===== config.mk =====
export PLATFORM = sky130hd
export DESIGN_NAME = sort_seq_ctrl
export DESIGN_NICKNAME = d
export VERILOG_FILES = /design/src/rtl/sort_seq_ctrl.sv
export SDC_FILE = /design/constraint.sdc
export NUM_CORES = 1
export LEC_CHECK = 0
export CORE_UTILIZATION = 35
export CTS_CLUSTER_DIAMETER = 150
export DETAILED_ROUTE_END_ITERATION = 10
export PLACE_DENSITY = 0.72
export SETUP_SLACK_MARGIN = 0.5
export SLEW_MARGIN = 20
export SYNTH_ARGS = -nofsm -noshare
export SYNTH_HDL_FRONTEND = slang
export SYNTH_SLANG_ARGS = --single-unit

===== constraint.sdc =====
create_clock -name i_clk -period 5.4 [get_ports i_clk]
set_input_delay 1.08 -clock i_clk [delete_from_list [all_inputs] [get_ports i_clk]]
set_output_delay 1.08 -clock i_clk [all_outputs]
set_load 0.1 [all_outputs]

===== src/rtl/sort_seq_ctrl.sv =====
// sort_seq_ctrl
//
// Sequences one external up/down counter through a sorting-network batch:
// loads up to NUM elements into the network input register, waits LAT cycles
// for the network to settle, then drains the sorted slots in ascending or
// descending index order.
//
// Ports
//   i_clk, i_rst_n      clock, asynchronous active-low reset
//   i_start, i_len      begin a batch of i_len elements (sampled in IDLE only)
//   i_desc              drain order: 0 ascending, 1 descending
//   i_abort             synchronous abort back to IDLE
//   i_in_valid          load-side element valid
//   o_in_ready          load-side ready
//   o_load_we           write strobe to the network input register
//   o_load_idx          slot written by o_load_we
//   o_out_valid         drain-side valid
//   i_out_ready         drain-side ready
//   o_out_idx           slot being drained
//   o_done              one-cycle batch-complete pulse
//   o_err               one-cycle bad-length pulse
//   o_cnt_init          external counter reload value
//   o_cnt_rst           external counter synchronous reload
//   o_cnt_en            external counter enable
//   o_cnt_count         external counter step
//   o_cnt_updown        external counter direction: 0 up, 1 down
//   i_cnt_dat           external counter value
//
// The counter value updates one cycle after its controls, reload wins over
// step. Every index output is simply the counter value decoded by state.

module sort_seq_ctrl #(
  parameter int NUM  = 16,
  parameter int CNTW = 5,
  parameter int LAT  = 3
) (
  input  logic            i_clk,
  input  logic            i_rst_n,
  input  logic            i_start,
  input  logic [CNTW-1:0] i_len,
  input  logic            i_desc,
  input  logic            i_abort,
  input  logic            i_in_valid,
  output logic            o_in_ready,
  output logic            o_load_we,
  output logic [CNTW-1:0] o_load_idx,
  output logic            o_out_valid,
  input  logic            i_out_ready,
  output logic [CNTW-1:0] o_out_idx,
  output logic            o_done,
  output logic            o_err,
  output logic [CNTW-1:0] o_cnt_init,
  output logic            o_cnt_rst,
  output logic            o_cnt_en,
  output logic            o_cnt_count,
  output logic            o_cnt_updown,
  input  logic [CNTW-1:0] i_cnt_dat
);

  typedef enum logic [1:0] {
    S_IDLE  = 2'd0,
    S_LOAD  = 2'd1,
    S_WAIT  = 2'd2,
    S_DRAIN = 2'd3
  } state_t;

  // One extra bit so NUM == 2**CNTW still compares correctly.
  localparam logic [CNTW:0]   NUM_EXT = (CNTW+1)'(NUM);
  localparam logic [CNTW-1:0] LAT_C   = CNTW'(LAT);
  localparam logic [CNTW-1:0] ONE_C   = CNTW'(1);

  state_t          state_q;
  state_t          state_d;
  logic [CNTW-1:0] len_q;
  logic            desc_q;
  logic            err_q;

  logic            len_ok;
  logic            start_ok;
  logic            start_bad;
  logic [CNTW-1:0] len_m1;
  logic [CNTW-1:0] drain_init;
  logic [CNTW-1:0] drain_end;

  assign len_ok    = (i_len != '0) && ({1'b0, i_len} <= NUM_EXT);
  assign start_ok  = (state_q == S_IDLE) && i_start && len_ok && !i_abort;
  assign start_bad = (state_q == S_IDLE) && i_start && !len_ok && !i_abort;

  assign len_m1     = len_q - ONE_C;
  assign drain_init = desc_q ? len_m1 : '0;
  assign drain_end  = desc_q ? '0 : len_m1;

  // State register plus the batch parameters captured at start.
  always_ff @(posedge i_clk or negedge i_rst_n) begin
    if (!i_rst_n) begin
      state_q <= S_IDLE;
      len_q   <= '0;
      desc_q  <= 1'b0;
      err_q   <= 1'b0;
    end else begin
      state_q <= state_d;
      err_q   <= start_bad;
      if (start_ok) begin
        len_q  <= i_len;
        desc_q <= i_desc;
      end
    end
  end

  // Next-state and output decode.
  always_comb begin
    state_d      = state_q;
    o_in_ready   = 1'b0;
    o_load_we    = 1'b0;
    o_load_idx   = '0;
    o_out_valid  = 1'b0;
    o_out_idx    = '0;
    o_done       = 1'b0;
    o_cnt_init   = '0;
    o_cnt_rst    = 1'b0;
    o_cnt_en     = 1'b0;
    o_cnt_count  = 1'b0;
    o_cnt_updown = 1'b0;

    unique case (state_q)
      S_IDLE: begin
        if (start_ok) begin
          o_cnt_rst  = 1'b1;
          o_cnt_init = '0;
          state_d    = S_LOAD;
        end
      end

      S_LOAD: begin
        o_in_ready = 1'b1;
        o_load_idx = i_cnt_dat;
        if (i_in_valid && !i_abort) begin
          o_load_we   = 1'b1;
          o_cnt_en    = 1'b1;
          o_cnt_count = 1'b1;
          if (i_cnt_dat == len_m1) begin
            // Reload overrides the step issued above.
            o_cnt_rst = 1'b1;
            if (LAT > 0) begin
              o_cnt_init = LAT_C;
              state_d    = S_WAIT;
            end else begin
              o_cnt_init = drain_init;
              state_d    = S_DRAIN;
            end
          end
        end
      end

      S_WAIT: begin
        // Counter enters at LAT and leaves at 1, giving exactly LAT cycles.
        if (!i_abort) begin
          o_cnt_en     = 1'b1;
          o_cnt_count  = 1'b1;
          o_cnt_updown = 1'b1;
          if (i_cnt_dat == ONE_C) begin
            o_cnt_rst  = 1'b1;
            o_cnt_init = drain_init;
            state_d    = S_DRAIN;
          end
        end
      end

      S_DRAIN: begin
        o_out_valid = 1'b1;
        o_out_idx   = i_cnt_dat;
        if (i_out_ready && !i_abort) begin
          if (i_cnt_dat == drain_end) begin
            // No step on the final beat so the counter never wraps.
            o_done  = 1'b1;
            state_d = S_IDLE;
          end else begin
            o_cnt_en     = 1'b1;
            o_cnt_count  = 1'b1;
            o_cnt_updown = desc_q;
          end
        end
      end

      default: state_d = S_IDLE;
    endcase

    if (i_abort) begin
      state_d = S_IDLE;
    end
  end

  assign o_err = err_q;

endmodule


==> flow_metrics.tcl, run 1 <==
set metrics [dict create \
    synth_cell_types 49 \
    vias_per_cell 5.10 \
    cts_buffers 3 \
    grt_pass1_vias 1003 \
    cp.required_ps 4320 \
    diodes 0 \
    outcome "completed" \
    placed_area_um2 1540 \
    syn_area_per_cell_um2 9.24 \
    power.density_nw_per_um2 492 \
    grt_max_degree 12 \
    max_cap_violations 0 \
    dieArea_um2 3450 \
    crit_arrival_ps 3530 \
    initialDrtViolationCount 35 \
    clkTransAtPathRegs_ps 60 \
    ys_warn_count 0 \
    postCtsSetupBuffers 0 \
    holdWs_ps 653 \
    synth_area_leaders "dfrtp_1 (20%), xnor2_1 (7.0%), mux2_2 (6.0%), and2_1 (5.5%), ha_1 (5.5%)" \
    cts.htree.levels 1 \
    hp-class "register to register" \
    crit_path_end_kind "output port" \
    crit_fanout 8 \
    fin_crit_sh 0.853 \
    clock_sinks 9 \
    dr.pass1.iters 4 \
    synth_seq_cells 9 \
    ant_nets 0 \
    cts_buffer_depth 2 \
    antenna_found_initial 0 \
    pre_cts_ws_ps 805 \
    vdd_drop_max_mv 0.249 \
    grt.overflow.total 0 \
    final.setup.tns_ps 0 \
    syn_to_final_growth_pct 38.6 \
    leakage_nw 0.597 \
    wl_um 2770 \
    drive_gt1_frac 0.234 \
    place_hpwl_um 2270 \
    max_freq_mhz 217 \
    ys.flop_type "dfrtp_1" \
    route.detailed.drc 0 \
    skew_ps 4.13 \
    period_minus_slack_ps 4610 \
    setup_violations 0 \
    grt_usage 0.175 \
    vias 1031 \
    grt_pass1_wl_um 4570 \
    finalMaxSlewViolations 0 \
    setup_slack_ps 792 \
    die_x_um 58.8 \
    finalPower_mw 0.769 \
    io_pins 41 \
    clock_latency_ps 260 \
    fin_area_um2 1560 \
    rsz0062_at_grt "false" \
    root_buffer "clkbuf_4" \
    cts_tree "done" \
    gp_congestion 0.874 \
    postCtsResizedCells 0 \
    finalHoldViolations 0 \
    die_y_um 58.8 \
    rows 20 \
    startpoint_type "input port" \
    core_area_um2 3050 \
    synth_cells 122 \
    postSynth.asyncResetShare 1.00 \
    hold_buffers 0 \
    tightest_slew_ps 977 \
    synth_area_leader_cell "dfrtp_1" \
    drt-wirelength-per-cell_um 13.7 \
    crit_type "input port to output port" \
    syn-num-nets 144 \
    synth_seq_area_share 0.200 \
    slew_headroom 0.347 \
    synth_edf_count 0 \
    nNetsFinal 181 \
    io_buffer_count 40 \
    synth_top_area_frac 0.200 \
    synth_area_um2 1130 \
    start_util 0.369 \
]
==> area by class of cell <==
type / instances / area (um^2)
inverters: 9 / 33.8
repair buffers: 40 / 423
multi-input cells: 96 / 800
clock buffers: 4 / 26.3
well taps: 44 / 55.1
flip-flops and latches: 9 / 225
fillers: 292 / 1490
==> kinds of logic after synthesis <==
group           share of synthesized area
flops                               0.200
mux                                0.0910
buf+inv                            0.0943
fa+ha+maj                          0.0555
simple gates                        0.295
compound gates                      0.179
xor+xnor                           0.0855
==> cell usage in the layout, fill, tap and decap left out, types with 2 or more instances in the layout <==
cell type	netlist	routed
clkdlybuf4s50_1	0	29
nor2_1	8	8
clkbuf_4	0	3
ha_1	5	5
or3_1	4	4
a21oi_1	4	3
xor2_1	2	2
buf_4	2	7
a31oi_1	3	3
and2_1	10	10
mux2i_1	2	2
mux2_2	6	6
buf_12	0	4
dfrtp_1	9	9
o21ai_2	2	2
xnor2_1	9	9
nor3_1	5	5
nand2_1	6	6
inv_1	9	9
==> critical path, cell delays in order <==
cell,delay [ps]
clkdlybuf4s50_1,550
or3_1,460
or3b_1,390
or3_1,340
or2_4,290
nor2_1,210
buf_12,210
==> metrics by stage <==
stage / util / instances
floorplan: - / 122
CTS: 0.512 / 202
global placement: 0.503 / 198
detailed placement: 0.503 / 198
global route: 0.512 / 202
finish: 0.512 / 202
==> final timing paths <==
check | cells past startpoint | slack (ps) | to | startpoint
min reg2reg | 1 | 650 | len_q[1]$_DFFE_PN0P_ | len_q[1]$_DFFE_PN0P_
min in group asynchronous | 1 | 1110 | len_q[1]$_DFFE_PN0P_ | i_rst_n
max in group asynchronous | 1 | 4010 | state_q[1]$_DFFE_PN0P_ | i_rst_n
max | 7 | 790 | o_cnt_init[4] | i_cnt_dat[4]
max reg2reg | 8 | 2780 | state_q[0]$_DFFE_PN0P_ | len_q[0]$_DFFE_PN0P_
min | 1 | 650 | len_q[1]$_DFFE_PN0P_ | len_q[1]$_DFFE_PN0P_
==> state kept, by name, indices dropped and copies added, names as in the netlist <==
name and flops:
desc_q 1, len_q 5, o_err 1, state_q 2
==> where the power goes <==
group,internal (mW),switching [mW]
combinational,0.206,0.343
clock,0.0284,0.0223
sequential,0.0960,0.0733
==> layer usage <==
metal / up-vias / track usage / routed length, um
met2: 45 / 0.308 / 1310
met5: - / 0 / 0
met3: 6 / 0.00879 / 149
met4: 0 / 0.0646 / 37
li1: 505 / - / -
met1: 475 / 0.224 / 1280
==> synthesized netlist by cell type, drive strengths merged (3+ instances only) <==
cell type  count
mux2           7
nor3           6
or3            4
xnor2          9
ha             5
buf            7
inv            9
a31oi          3
a21oi          4
o21ai          3
and2          10
dfrtp          9
nor2           8
nand2          6
Power figures use the tool's default switching activity.
==> run 2, diff against run 1 <==
- CAP_MARGIN: unset -> 40
- CELL_PAD_IN_SITES_DETAIL_PLACEMENT: unset -> 0
- CELL_PAD_IN_SITES_GLOBAL_PLACEMENT: unset -> 2
- CORE_UTILIZATION: 35 -> 28
- GPL_TIMING_DRIVEN: unset -> 0
- PLACE_DENSITY: 0.72 -> 0.93
==> flow_metrics.tcl, run 2 (synthesis results as in run 1) <==
set metrics [dict create \
    gp_congestion 0.806 \
    fin_crit_sh 0.875 \
    vias 1131 \
    startpoint_type "input port" \
    route.detailed.drc 0 \
    crit_arrival_ps 3650 \
    leakage_nw 0.805 \
    setup.worst_path.end "o_cnt_en" \
    layout_common_cells "clkdlybuf4s50_1 (31), buf_8 (19), and2_1 (10)" \
    cts_buffer_depth 2 \
    hold_start "len_q[4]$_DFFE_PN0P_" \
    hp-class "register to register" \
    period_minus_slack_ps 4730 \
    p_int_mw 0.433 \
    grt.overflow.total 0 \
    p_sw_mw 0.455 \
    start_util 0.299 \
    grt_max_degree 12 \
    multi_input_area_um2 805 \
    p_clk_frac 0.087 \
    place_hpwl_um 2560 \
    finalHoldViolations 0 \
    critPathLaunch "i_cnt_dat[4]" \
    antenna_found_initial 0 \
    max_freq_mhz 212 \
    reg2regPathDepth 8 \
    grt_pass1_wl_um 5000 \
    root_buffer "clkbuf_8" \
    placed_area_um2 1920 \
    grt_usage 0.155 \
    finalMaxSlewViolations 0 \
    clock_latency_ps 230 \
    top_regs "len_q x5, state_q x2" \
    regMostFlops "len_q" \
    cts_buffers 3 \
    crit_type "input port to output port" \
    r2r_slack_ps 2810 \
    io_pins 41 \
    clkTransAtPathRegs_ps 40 \
    io_buffer_count 37 \
    dr.pass1.iters 4 \
    grt_pass1_vias 1071 \
    ant_nets 0 \
    max_cap_violations 0 \
    setup_violations 0 \
    slew_headroom 0.722 \
    largest_reg_flops 5 \
    die_x_um 65.5 \
    drt-wirelength-per-cell_um 13.1 \
    cp.required_ps 4320 \
    vias_per_cell 4.81 \
    final_common_cell "clkdlybuf4s50_1" \
    nNetsFinal 210 \
    seqPwrFrac 0.140 \
    diodes 0 \
    dieArea_um2 4280 \
    p_comb_frac 0.773 \
    crit_path_end_kind "output port" \
    rsz0062_at_grt "false" \
    core_area_um2 3770 \
    cts.htree.levels 1 \
    cts_tree "done" \
    finalPower_mw 0.888 \
    syn_to_final_growth_pct 76.5 \
    crit_fanout 8 \
    switching_share 0.512 \
    power.density_nw_per_um2 447 \
    clock_sinks 9 \
    vdd_drop_max_mv 0.249 \
    skew_ps 1.12 \
    die_y_um 65.5 \
    fillers 324 \
    layout.area.seq_um2 225 \
    tightest_slew_ps 415 \
    initialDrtViolationCount 32 \
    rows 22 \
    worstReg2RegStart "len_q[0]$_DFFE_PN0P_" \
    fin_area_um2 1990 \
    wl_um 3070 \
    reg2reg_to "state_q[0]$_DFFE_PN0P_" \
    outcome "completed" \
    postCtsSetupBuffers 0 \
    drive_gt1_frac 0.316 \
]
-- run 2: changes by cell type in the layout (fill, tap and decap cells not counted), sizes merged --
cell | before | now
buf | 11 | 31
dlygate4sd2 | 0 | 6
clkdlybuf4s50 | 29 | 31
clkbuf | 4 | 5
-- run 2: worst max-delay path, cell delays in order --
cell,delay (ps)
dlygate4sd2_1,310
or3b_2,480
mux2_4,290
nand4_4,120
o311ai_0,150
a21o_1,230
a21oi_2,150
buf_4,120
clkdlybuf4s50_1,500
buf_8,200
-- run 2: cell type report --
cell class | instances | share of cell area
Buffer | 8 | 0.0365
Clock buffer | 4 | 0.0226
Inverter | 9 | 0.0170
Multi-Input combinational cell | 96 | 0.404
Sequential cell | 9 | 0.113
Tap cell | 48 | 0.0302
Timing Repair Buffer | 61 | 0.376
-- run 2: per-layer routing --
metal / vias up / part of all wire / GRT usage
li1: 562 / - / -
met1: 534 / 0.43 / 0.182
met2: 30 / 0.54 / 0.294
met3: 5 / 0.020 / 0.00694
met4: 0 / 0.013 / 0.0571
met5: - / 0 / 0
-- run 2: repair_timing --
item	in CTS	in global routing
gates resized for setup	12	0
endpoints found under the setup margin	7	0
hold buffers	0	0
-- run 2: per-stage QoR --
stage	util	setup slack (ps)	setup TNS, ps	std cells	hold slack (ps)
2_1_floorplan	-	515	0	122	593
3_3_place_gp	0.414	-72.1	-205	207	611
3_5_place_dp	0.510	348	0	231	611
4_1_cts	0.528	640	0	235	622
5_1_grt	0.528	568	0	235	648
6_report	0.528	673	0	235	619
-- run 2: worst min-delay path by stage --
stage | cells past startpoint | slack (ps) | to
2_1_floorplan | 2 | 590 | len_q[4]$_DFFE_PN0P_
3_3_place_gp | 2 | 610 | len_q[4]$_DFFE_PN0P_
3_5_place_dp | 2 | 610 | len_q[4]$_DFFE_PN0P_
4_1_cts | 2 | 620 | len_q[4]$_DFFE_PN0P_
5_1_grt | 2 | 650 | len_q[4]$_DFFE_PN0P_
6_report | 2 | 620 | len_q[4]$_DFFE_PN0P_
-- run 2: power groups by stage --
stage	registers, mW	clock network [mW]	logic, mW
after floorplan	0.126	0	0.502
after global placement	0.123	0	0.611
after detailed placement	0.126	0	0.691
after CTS	0.125	0.0794	0.693
after global routing	0.129	0.0825	0.732
final	0.125	0.0772	0.687
